--- src/rtl/bp_cache_lce_port.sv ---
// Cache-side endpoint of the cache<->LCE service interface.
// A pipeline miss is sequenced as a request (ready->valid), then one metadata
// beat, then a stall until the LCE reports the miss resolved. Independently,
// LCE data/tag/stat packets are granted whenever the pipeline leaves the
// matching array idle. The array's read data is captured on the following
// cycle and held until the next read.
module bp_cache_lce_port #(
    parameter int req_width_p      = 8,
    parameter int meta_width_p     = 8,
    parameter int data_pkt_width_p = 8,
    parameter int tag_pkt_width_p  = 8,
    parameter int stat_pkt_width_p = 8,
    parameter int data_width_p     = 8,
    parameter int tag_width_p      = 8,
    parameter int stat_width_p     = 8,
    parameter int wd_limit_p       = 1024
) (
    input  logic                        clk_i,
    input  logic                        reset_i,
    // pipeline miss interface
    input  logic                        miss_v_i,
    input  logic [req_width_p-1:0]      miss_req_i,
    input  logic [meta_width_p-1:0]     miss_meta_i,
    output logic                        stall_o,
    // request / metadata toward the LCE
    output logic                        cache_req_v_o,
    output logic [req_width_p-1:0]      cache_req_o,
    input  logic                        cache_req_ready_i,
    output logic                        cache_req_metadata_v_o,
    output logic [meta_width_p-1:0]     cache_req_metadata_o,
    input  logic                        cache_req_complete_i,
    // data array channel
    input  logic                        data_mem_pkt_v_i,
    input  logic [data_pkt_width_p-1:0] data_mem_pkt_i,
    output logic                        data_mem_pkt_yumi_o,
    input  logic                        data_pipe_busy_i,
    output logic                        data_array_v_o,
    output logic [data_pkt_width_p-1:0] data_array_pkt_o,
    input  logic [data_width_p-1:0]     data_array_rdata_i,
    output logic [data_width_p-1:0]     data_mem_o,
    // tag array channel
    input  logic                        tag_mem_pkt_v_i,
    input  logic [tag_pkt_width_p-1:0]  tag_mem_pkt_i,
    output logic                        tag_mem_pkt_yumi_o,
    input  logic                        tag_pipe_busy_i,
    output logic                        tag_array_v_o,
    output logic [tag_pkt_width_p-1:0]  tag_array_pkt_o,
    input  logic [tag_width_p-1:0]      tag_array_rdata_i,
    output logic [tag_width_p-1:0]      tag_mem_o,
    // stat array channel
    input  logic                        stat_mem_pkt_v_i,
    input  logic [stat_pkt_width_p-1:0] stat_mem_pkt_i,
    output logic                        stat_mem_pkt_yumi_o,
    input  logic                        stat_pipe_busy_i,
    output logic                        stat_array_v_o,
    output logic [stat_pkt_width_p-1:0] stat_array_pkt_o,
    input  logic [stat_width_p-1:0]     stat_array_rdata_i,
    output logic [stat_width_p-1:0]     stat_mem_o,
    // sticky starvation flag
    output logic                        watchdog_o
);

    localparam int wd_cnt_width_lp = $clog2(wd_limit_p + 1);
    localparam logic [wd_cnt_width_lp-1:0] wd_limit_lp = wd_cnt_width_lp'(wd_limit_p);

    typedef enum logic [1:0] {
        e_ready     = 2'd0,
        e_send_req  = 2'd1,
        e_send_meta = 2'd2,
        e_wait      = 2'd3
    } state_e;

    state_e                     state_r;
    logic [req_width_p-1:0]     req_r;
    logic [meta_width_p-1:0]    meta_r;
    logic                       first_r;
    logic [wd_cnt_width_lp-1:0] wd_cnt_r;
    logic                       watchdog_r;
    logic                       data_rd_pend_r;
    logic                       tag_rd_pend_r;
    logic                       stat_rd_pend_r;
    logic [data_width_p-1:0]    data_mem_r;
    logic [tag_width_p-1:0]     tag_mem_r;
    logic [stat_width_p-1:0]    stat_mem_r;

    // Valid is only raised once ready is seen, so valid alone implies a fire.
    // Stall follows the registered state; it drops in the completing WAIT cycle.
    assign cache_req_v_o          = (state_r == e_send_req) & cache_req_ready_i;
    assign cache_req_o            = req_r;
    assign cache_req_metadata_v_o = (state_r == e_send_meta);
    assign cache_req_metadata_o   = meta_r;
    assign stall_o                = (state_r != e_ready)
                                  & ~((state_r == e_wait) & cache_req_complete_i);
    assign watchdog_o             = watchdog_r;

    // Array grants: each channel is served whenever its array is idle.
    assign data_mem_pkt_yumi_o = data_mem_pkt_v_i & ~data_pipe_busy_i;
    assign data_array_v_o      = data_mem_pkt_yumi_o;
    assign data_array_pkt_o    = data_mem_pkt_i;
    assign tag_mem_pkt_yumi_o  = tag_mem_pkt_v_i & ~tag_pipe_busy_i;
    assign tag_array_v_o       = tag_mem_pkt_yumi_o;
    assign tag_array_pkt_o     = tag_mem_pkt_i;
    assign stat_mem_pkt_yumi_o = stat_mem_pkt_v_i & ~stat_pipe_busy_i;
    assign stat_array_v_o      = stat_mem_pkt_yumi_o;
    assign stat_array_pkt_o    = stat_mem_pkt_i;
    assign data_mem_o          = data_mem_r;
    assign tag_mem_o           = tag_mem_r;
    assign stat_mem_o          = stat_mem_r;

    // Miss sequencer: request, metadata, wait for completion, with WAIT watchdog.
    always_ff @(posedge clk_i or posedge reset_i) begin
        if (reset_i) begin
            state_r    <= e_ready;
            req_r      <= '0;
            meta_r     <= '0;
            first_r    <= 1'b0;
            wd_cnt_r   <= '0;
            watchdog_r <= 1'b0;
        end else begin
            case (state_r)
                e_ready: begin
                    if (miss_v_i) begin
                        req_r   <= miss_req_i;
                        first_r <= 1'b1;
                        state_r <= e_send_req;
                    end
                end
                e_send_req: begin
                    // metadata arrives one cycle after the miss pulse
                    if (first_r) begin
                        meta_r  <= miss_meta_i;
                        first_r <= 1'b0;
                    end
                    if (cache_req_ready_i) begin
                        state_r <= e_send_meta;
                    end
                end
                e_send_meta: begin
                    state_r <= cache_req_complete_i ? e_ready : e_wait;
                end
                e_wait: begin
                    if (cache_req_complete_i) begin
                        state_r  <= e_ready;
                        wd_cnt_r <= '0;
                    end else begin
                        if (wd_cnt_r != wd_limit_lp) begin
                            wd_cnt_r <= wd_cnt_r + wd_cnt_width_lp'(1);
                        end
                        if (wd_cnt_r >= (wd_limit_lp - wd_cnt_width_lp'(1))) begin
                            watchdog_r <= 1'b1;
                        end
                    end
                end
                default: begin
                    state_r <= e_ready;
                end
            endcase
        end
    end

    // Read capture: one cycle after a grant the array data is latched and held.
    always_ff @(posedge clk_i or posedge reset_i) begin
        if (reset_i) begin
            data_rd_pend_r <= 1'b0;
            tag_rd_pend_r  <= 1'b0;
            stat_rd_pend_r <= 1'b0;
            data_mem_r     <= '0;
            tag_mem_r      <= '0;
            stat_mem_r     <= '0;
        end else begin
            data_rd_pend_r <= data_mem_pkt_yumi_o;
            tag_rd_pend_r  <= tag_mem_pkt_yumi_o;
            stat_rd_pend_r <= stat_mem_pkt_yumi_o;
            if (data_rd_pend_r) begin
                data_mem_r <= data_array_rdata_i;
            end
            if (tag_rd_pend_r) begin
                tag_mem_r <= tag_array_rdata_i;
            end
            if (stat_rd_pend_r) begin
                stat_mem_r <= stat_array_rdata_i;
            end
        end
    end

endmodule

--- config.mk ---
export PLATFORM = sky130hd
export DESIGN_NAME = bp_cache_lce_port
export DESIGN_NICKNAME = d
export VERILOG_FILES = /design/src/rtl/bp_cache_lce_port.sv
export SDC_FILE = /design/constraint.sdc
export NUM_CORES = 1
export LEC_CHECK = 0
export CAP_MARGIN = 20
export CORE_MARGIN = 2
export CORE_UTILIZATION = 43
export CTS_BUF_LIST = sky130_fd_sc_hd__clkbuf_8
export DETAILED_ROUTE_END_ITERATION = 8
export HOLD_SLACK_MARGIN = 0.05
export PLACE_DENSITY = 0.84
export SETUP_SLACK_MARGIN = 0.1
export SYNTH_ARGS = -nofsm -noshare
export SYNTH_HDL_FRONTEND = slang
export SYNTH_SLANG_ARGS = --single-unit
--- constraint.sdc ---
create_clock -name clk_i -period 3.2 [get_ports clk_i]
set_input_delay 0.64 -clock clk_i [delete_from_list [all_inputs] [get_ports clk_i]]
set_output_delay 0.64 -clock clk_i [all_outputs]
set_load 0.005 [all_outputs]
==> results.py, run 1 <==
metrics = {
    "min_path": {
        "holdPathEnd": "watchdog_o",
        "holdCritPathClass": "flop to flop",
        "holdPathStages": 1,
        "min-delay-start": "watchdog_o",
    },
    "sta": {
        "max_slew.worst_pin.slew_ns": 0.4407,
        "setup_tns_ns": 0,
        "skew_ns": 0.006617,
        "fmax_mhz": 397.4,
        "finalHoldViolations": 0,
        "max_slew_margin_pct": 70.59,
        "period_share_pct": 78.63,
        "drv_slew": 0,
        "period_needed_ns": 2.516,
        "finalSetupViolCount": 0,
        "rsz0062_at_grt": "no",
        "final.setup.worst_slack_ns": 0.6838,
    },
    "setup_path": {
        "regToRegEndpoint": "wd_cnt_r[10]",
        "cp-end-kind": "primary output",
        "crit_type": "primary input to primary output",
        "crit_arrival_ns": 1.88,
        "crit_fanout": 3,
        "r2r_cells": 5,
        "worstPathRequired_ns": 2.56,
        "r2r-start": "wd_cnt_r[1]",
        "start_kind": "primary input",
        "ff2ff_setup_slack_ns": 1.64,
    },
    "clock_tree": {
        "cts_buffer_depth": 2,
        "cts_made_buffers": 9,
        "cts_tree": "built",
        "clk_pin_slew_ns": 0.07,
        "cts_sinks": 58,
        "clock_latency_ns": 0.32,
        "hold_buffers": 0,
        "cts.repair.resized": 0,
        "htree_levels": 3,
        "cts-root-buf": "clkbuf_8",
        "post_cts_buffers": 0,
    },
    "detailed_routing": {
        "wl_met1_um": 2144,
        "wire_per_inst_um": 14.96,
        "wl_met3_um": 532,
        "drt-total-wl_um": 5534,
        "drtPass1Iterations": 4,
        "drc_errors": 0,
        "highest_layer": "met4",
        "viasPerCell": 5.138,
        "via_count": 1901,
        "ant_nets": 0,
        "wl_met2_um": 2719,
        "drt_iter0_drc": 53,
    },
    "synthesis": {
        "syn_inst": 214,
        "ys_seq_area_share_pct": 54.46,
        "synth-main-ff-cell": "dfrtp_1",
        "synth_area_per_cell_sq_um": 12.45,
        "yosysWarnings": 0,
        "synth_edf_count": 0,
        "ys_ff_latch": 58,
        "async_flop_share_pct": 100.0,
        "syn_nets": 291,
        "syn_area_sq_mm": 0.002665,
        "synth_cell_types": 37,
    },
    "global_route": {
        "antenna_found_initial": 0,
        "grt_overflow": 0,
        "grt_usage_pct": 16.42,
        "first_global_vias": 1967,
        "grt_max_degree": 59,
        "grt_pass1_wl_um": 8562,
    },
    "run_status": {
        "status": "completed",
    },
    "cells_and_area": {
        "fin_nets": 369,
        "layout_commonest_cell": "clkdlybuf4s50_1",
        "n_antenna_cell": 0,
        "n_fill_cell": 468,
        "layout-drive-gt1-share_pct": 22.71,
        "seqCellArea_sq_mm": 0.001451,
        "fin_util_pct": 62.63,
        "final_cell_mix": "100 x clkdlybuf4s50_1, 58 x dfrtp_1, 40 x mux2_2, 11 x o21ai_0, 11 x clkbuf_8",
        "multi_input_area_sq_um": 942.2,
        "area_delta_synth_final_pct": 39.95,
    },
    "power_and_ir_drop": {
        "power.density_mw_per_mm2": 684.8,
        "ir_worst_vdd_uv": 448.8,
        "power_mw": 2.554,
        "power.leakage_nw": 1.550,
    },
    "floorplanning": {
        "core_sq_mm": 0.005956,
        "num_rows": 28,
        "ios": 149,
        "start_util_pct": 44.75,
        "dieArea_sq_mm": 0.006843,
        "die_w_um": 82.73,
        "die_h_um": 82.73,
    },
    "placement": {
        "dp_hpwl_um": 4115,
        "numPortBuffers": 100,
        "pre_cts_slack_ns": 0.6423,
        "gp_congestion": 0.8178,
    },
    "job": {
        "max_cap_viol_count": 0,
    },
}
-- cell type report --
type | instances | share of cell area, %
multi-input combinational | 115 | 25.26
inverter | 6 | 0.6038
sequential | 58 | 38.91
timing repair buffer | 102 | 27.57
clock inverter | 3 | 1.073
clock buffer | 11 | 4.059
tap | 75 | 2.516
-- report_power, final --
group          leakage [nW]  internal (mW)  switching, mW
clock network         0.101          0.391          0.266
registers             0.709          0.921          0.153
logic                 0.740          0.558          0.266
-- worst max-delay path, stage by stage --
cell and delay, ns:
clkdlybuf4s50_1 0.45, nor2b_1 0.24, clkdlybuf4s50_1 0.55
-- worst max path at each step --
stage	from	to	slack, ns	cells after the start
2_1_floorplan	reset_i	cache_req_metadata_o[0]	1.13	1
3_3_place_gp	stat_mem_pkt_v_i	stat_mem_pkt_yumi_o	0.66	3
3_5_place_dp	stat_mem_pkt_v_i	stat_array_v_o	0.64	3
4_1_cts	stat_mem_pkt_v_i	stat_array_v_o	0.64	3
5_1_grt	stat_mem_pkt_v_i	stat_mem_pkt_yumi_o	0.62	3
6_report	stat_mem_pkt_v_i	stat_array_v_o	0.68	3
-- layer usage --
| layer | global-route usage (%) | up-vias |
|---|---|---|
| li1 | - | 879 |
| met3 | 4.891 | 18 |
| met1 | 18.77 | 906 |
| met4 | 9.180 | 0 |
| met2 | 27.42 | 98 |
| met5 | 0 | - |
-- synthesized netlist by cell type (3+ instances only) --
cell type,number,share of area (%)
dfrtp_1,58,54
mux2_2,40,17
buf_4,29,8.2
o21ai_0,11,2.1
nand2_1,8,1.1
o21ai_1,7,1.3
inv_1,6,0.85
a21oi_1,5,0.94
nand3_1,5,0.94
nor2_1,5,0.70
clkbuf_1,4,0.56
nor2b_1,3,0.70
-- metrics by stage --
stage                     cells  hold slack [ns]  instance area [sq um]
final                       370           0.4606                   3730
after global placement      356           0.4467                   3538
after CTS                   370           0.4666                   3730
after floorplan             214           0.4510                   2665
after detailed placement    356           0.4524                   3538
after global routing        370           0.4791                   3730
-- flip-flops by register name (all words and copies together) (netlist names) --
| register | flops |
|---|---|
| tag_mem_o | 8 |
| data_mem_o | 8 |
| state_r | 2 |
| tag_rd_pend_r | 1 |
| watchdog_o | 1 |
| wd_cnt_r | 11 |
| first_r | 1 |
| data_rd_pend_r | 1 |
| cache_req_o | 8 |
| stat_mem_o | 8 |
| cache_req_metadata_o | 8 |
| stat_rd_pend_r | 1 |
-- kinds of logic after synthesis --
family | after synthesis | share of synthesized area (%)
muxes | 41 | 17.28
DFF | 58 | 54.46
adders and majority gates | 2 | 0.9388
buffers and inverters | 41 | 10.19
AOI/OAI and AO/OA | 34 | 7.888
and+or+nand+nor | 38 | 9.249
(Power assumes the default switching activity.)
==> run 2, diff against run 1 <==
CORE_UTILIZATION = 36   (was 43)
PLACE_DENSITY = 0.75   (was 0.84)
clock period = 2.27 ns   (was 3.2 ns; I/O delays follow)
==> results.py, run 2 (synthesized netlist as in run 1, its figures left out) <==
metrics = {
    "run_status": {
        "status": "completed",
    },
    "placement": {
        "dp_hpwl_um": 4112,
        "gp_congestion": 0.8585,
        "place_inst": 380,
        "numPortBuffers": 100,
    },
    "detailed_routing": {
        "ant_nets": 0,
        "viasPerCell": 4.742,
        "wire_per_inst_um": 13.97,
        "drt_iter0_drc": 48,
        "drtPass1Iterations": 4,
        "drc_errors": 0,
        "via_count": 1892,
        "drt-total-wl_um": 5576,
    },
    "sta": {
        "max_slew.worst_pin.slew_ns": 0.5929,
        "finalSetupViolCount": 0,
        "period_needed_ns": 2.103,
        "finalHoldViolations": 0,
        "skew_ns": 0.007731,
        "period_share_pct": 92.64,
        "drv_slew": 0,
        "max_slew_margin_pct": 60.41,
        "rsz0062_at_grt": "no",
        "fmax_mhz": 475.5,
        "setup_tns_ns": 0,
    },
    "global_route": {
        "grt_overflow": 0,
        "grt_max_degree": 32,
        "grt_pass1_wl_um": 9156,
        "grt_usage_pct": 14.13,
        "first_global_vias": 1898,
        "antenna_found_initial": 0,
    },
    "cells_and_area": {
        "n_antenna_cell": 0,
        "stdcell_count": 399,
        "area_delta_synth_final_pct": 43.05,
        "layout_commonest_cell": "clkdlybuf4s50_1",
        "final_cell_mix": "100 x clkdlybuf4s50_1, 56 x dfrtp_1, 40 x mux2_2, 11 x o21ai_0, 10 x clkbuf_8",
        "layout-drive-gt1-share_pct": 24.33,
        "largest_reg_flops": 11,
        "fin_nets": 372,
        "regMostFlops": "wd_cnt_r",
    },
    "power_and_ir_drop": {
        "ir_worst_vdd_uv": 592.1,
        "power.density_mw_per_mm2": 982.1,
        "power.leakage_nw": 1.575,
    },
    "floorplanning": {
        "die_w_um": 90.04,
        "die_h_um": 90.04,
        "dieArea_sq_mm": 0.008107,
        "num_rows": 31,
        "ios": 149,
        "start_util_pct": 36.94,
        "core_sq_mm": 0.007214,
    },
    "min_path": {
        "holdCritPathClass": "flop to flop",
    },
    "setup_path": {
        "path_cells": "clkdlybuf4s50_1, nor2b_1, clkdlybuf4s50_1",
        "start_kind": "primary input",
        "crit_type": "primary input to primary output",
        "slowest_stage": "clkdlybuf4s50_1",
        "crit_fanout": 3,
        "cp-end-kind": "primary output",
        "crit_arrival_ns": 1.65,
        "cpMostUsedCell": "clkdlybuf4s50_1",
        "critical_path.max_stage_delay_ns": 0.53,
        "worstPathRequired_ns": 1.82,
    },
    "clock_tree": {
        "clk_pin_slew_ns": 0.06,
        "cts_sinks": 58,
        "htree_levels": 3,
        "clock_latency_ns": 0.33,
        "cts-root-buf": "clkbuf_8",
        "cts_buffer_depth": 2,
        "cts_tree": "built",
        "cts_made_buffers": 9,
    },
    "job": {
        "max_cap_viol_count": 0,
    },
}
## run 2: timing repair
item / CTS / global route
gates resized for setup: 2 / 0
hold buffers: 0 / 0
setup endpoints to repair: 1 / 1
hold endpoints to repair: 0 / 0
setup buffers: 2 / 1
## run 2: path summary, 6_finish.rpt
kind	from	to	slack, ns	cells past startpoint
min in group asynchronous	reset_i	tag_rd_pend_r	0.51	2
worst max-delay path	stat_mem_pkt_v_i	stat_array_v_o	0.17	3
worst min register to register	watchdog_o	watchdog_o	0.46	1
worst max register to register	state_r[1]	cache_req_o[2]	0.71	3
worst min-delay path	watchdog_o	watchdog_o	0.46	1
max in group asynchronous	reset_i	state_r[1]	1.17	3
## run 2: worst max-delay path, delay by kind of cell
family | cells | cell delay (ns)
buf+inv | 2 | 0.99
simple gates | 1 | 0.20
## run 2: final cells by class
cell class,count,area (sq um)
fill,654,3402
sequential,58,1454
timing repair buffer,105,1051
multi-input combinational,115,942.2
clock buffer,10,137.6
tap,99,123.9
clock inverter,6,81.33
inverter,6,22.52
## run 2: per-layer routing
layer	track usage [%]	vias up	wire length, um
met1	16.00	917	2248
met4	7.949	0	116
met2	23.50	79	2788
met3	4.610	15	423
li1	-	881	-
met5	0	-	0
## run 2: metrics by stage
stage,hold slack (ns),util (%),setup WS (ns),total power [mW],area (sq um)
finish,0.4577,52.84,0.1671,3.744,3812
global route,0.5020,52.84,0.1028,3.962,3812
CTS,0.4624,52.74,0.1259,3.789,3805
floorplan,0.4510,-,0.3880,2.064,2665
global placement,0.4425,49.46,0.1529,2.657,3568
detailed placement,0.4504,49.46,0.1410,2.700,3568
## run 2: power by group
part           internal (mW)  switching, mW  leakage, nW  total (mW)
registers               1.30          0.185        0.707        1.49
clock network          0.639          0.399        0.113        1.04
logic                  0.817          0.400        0.755        1.22
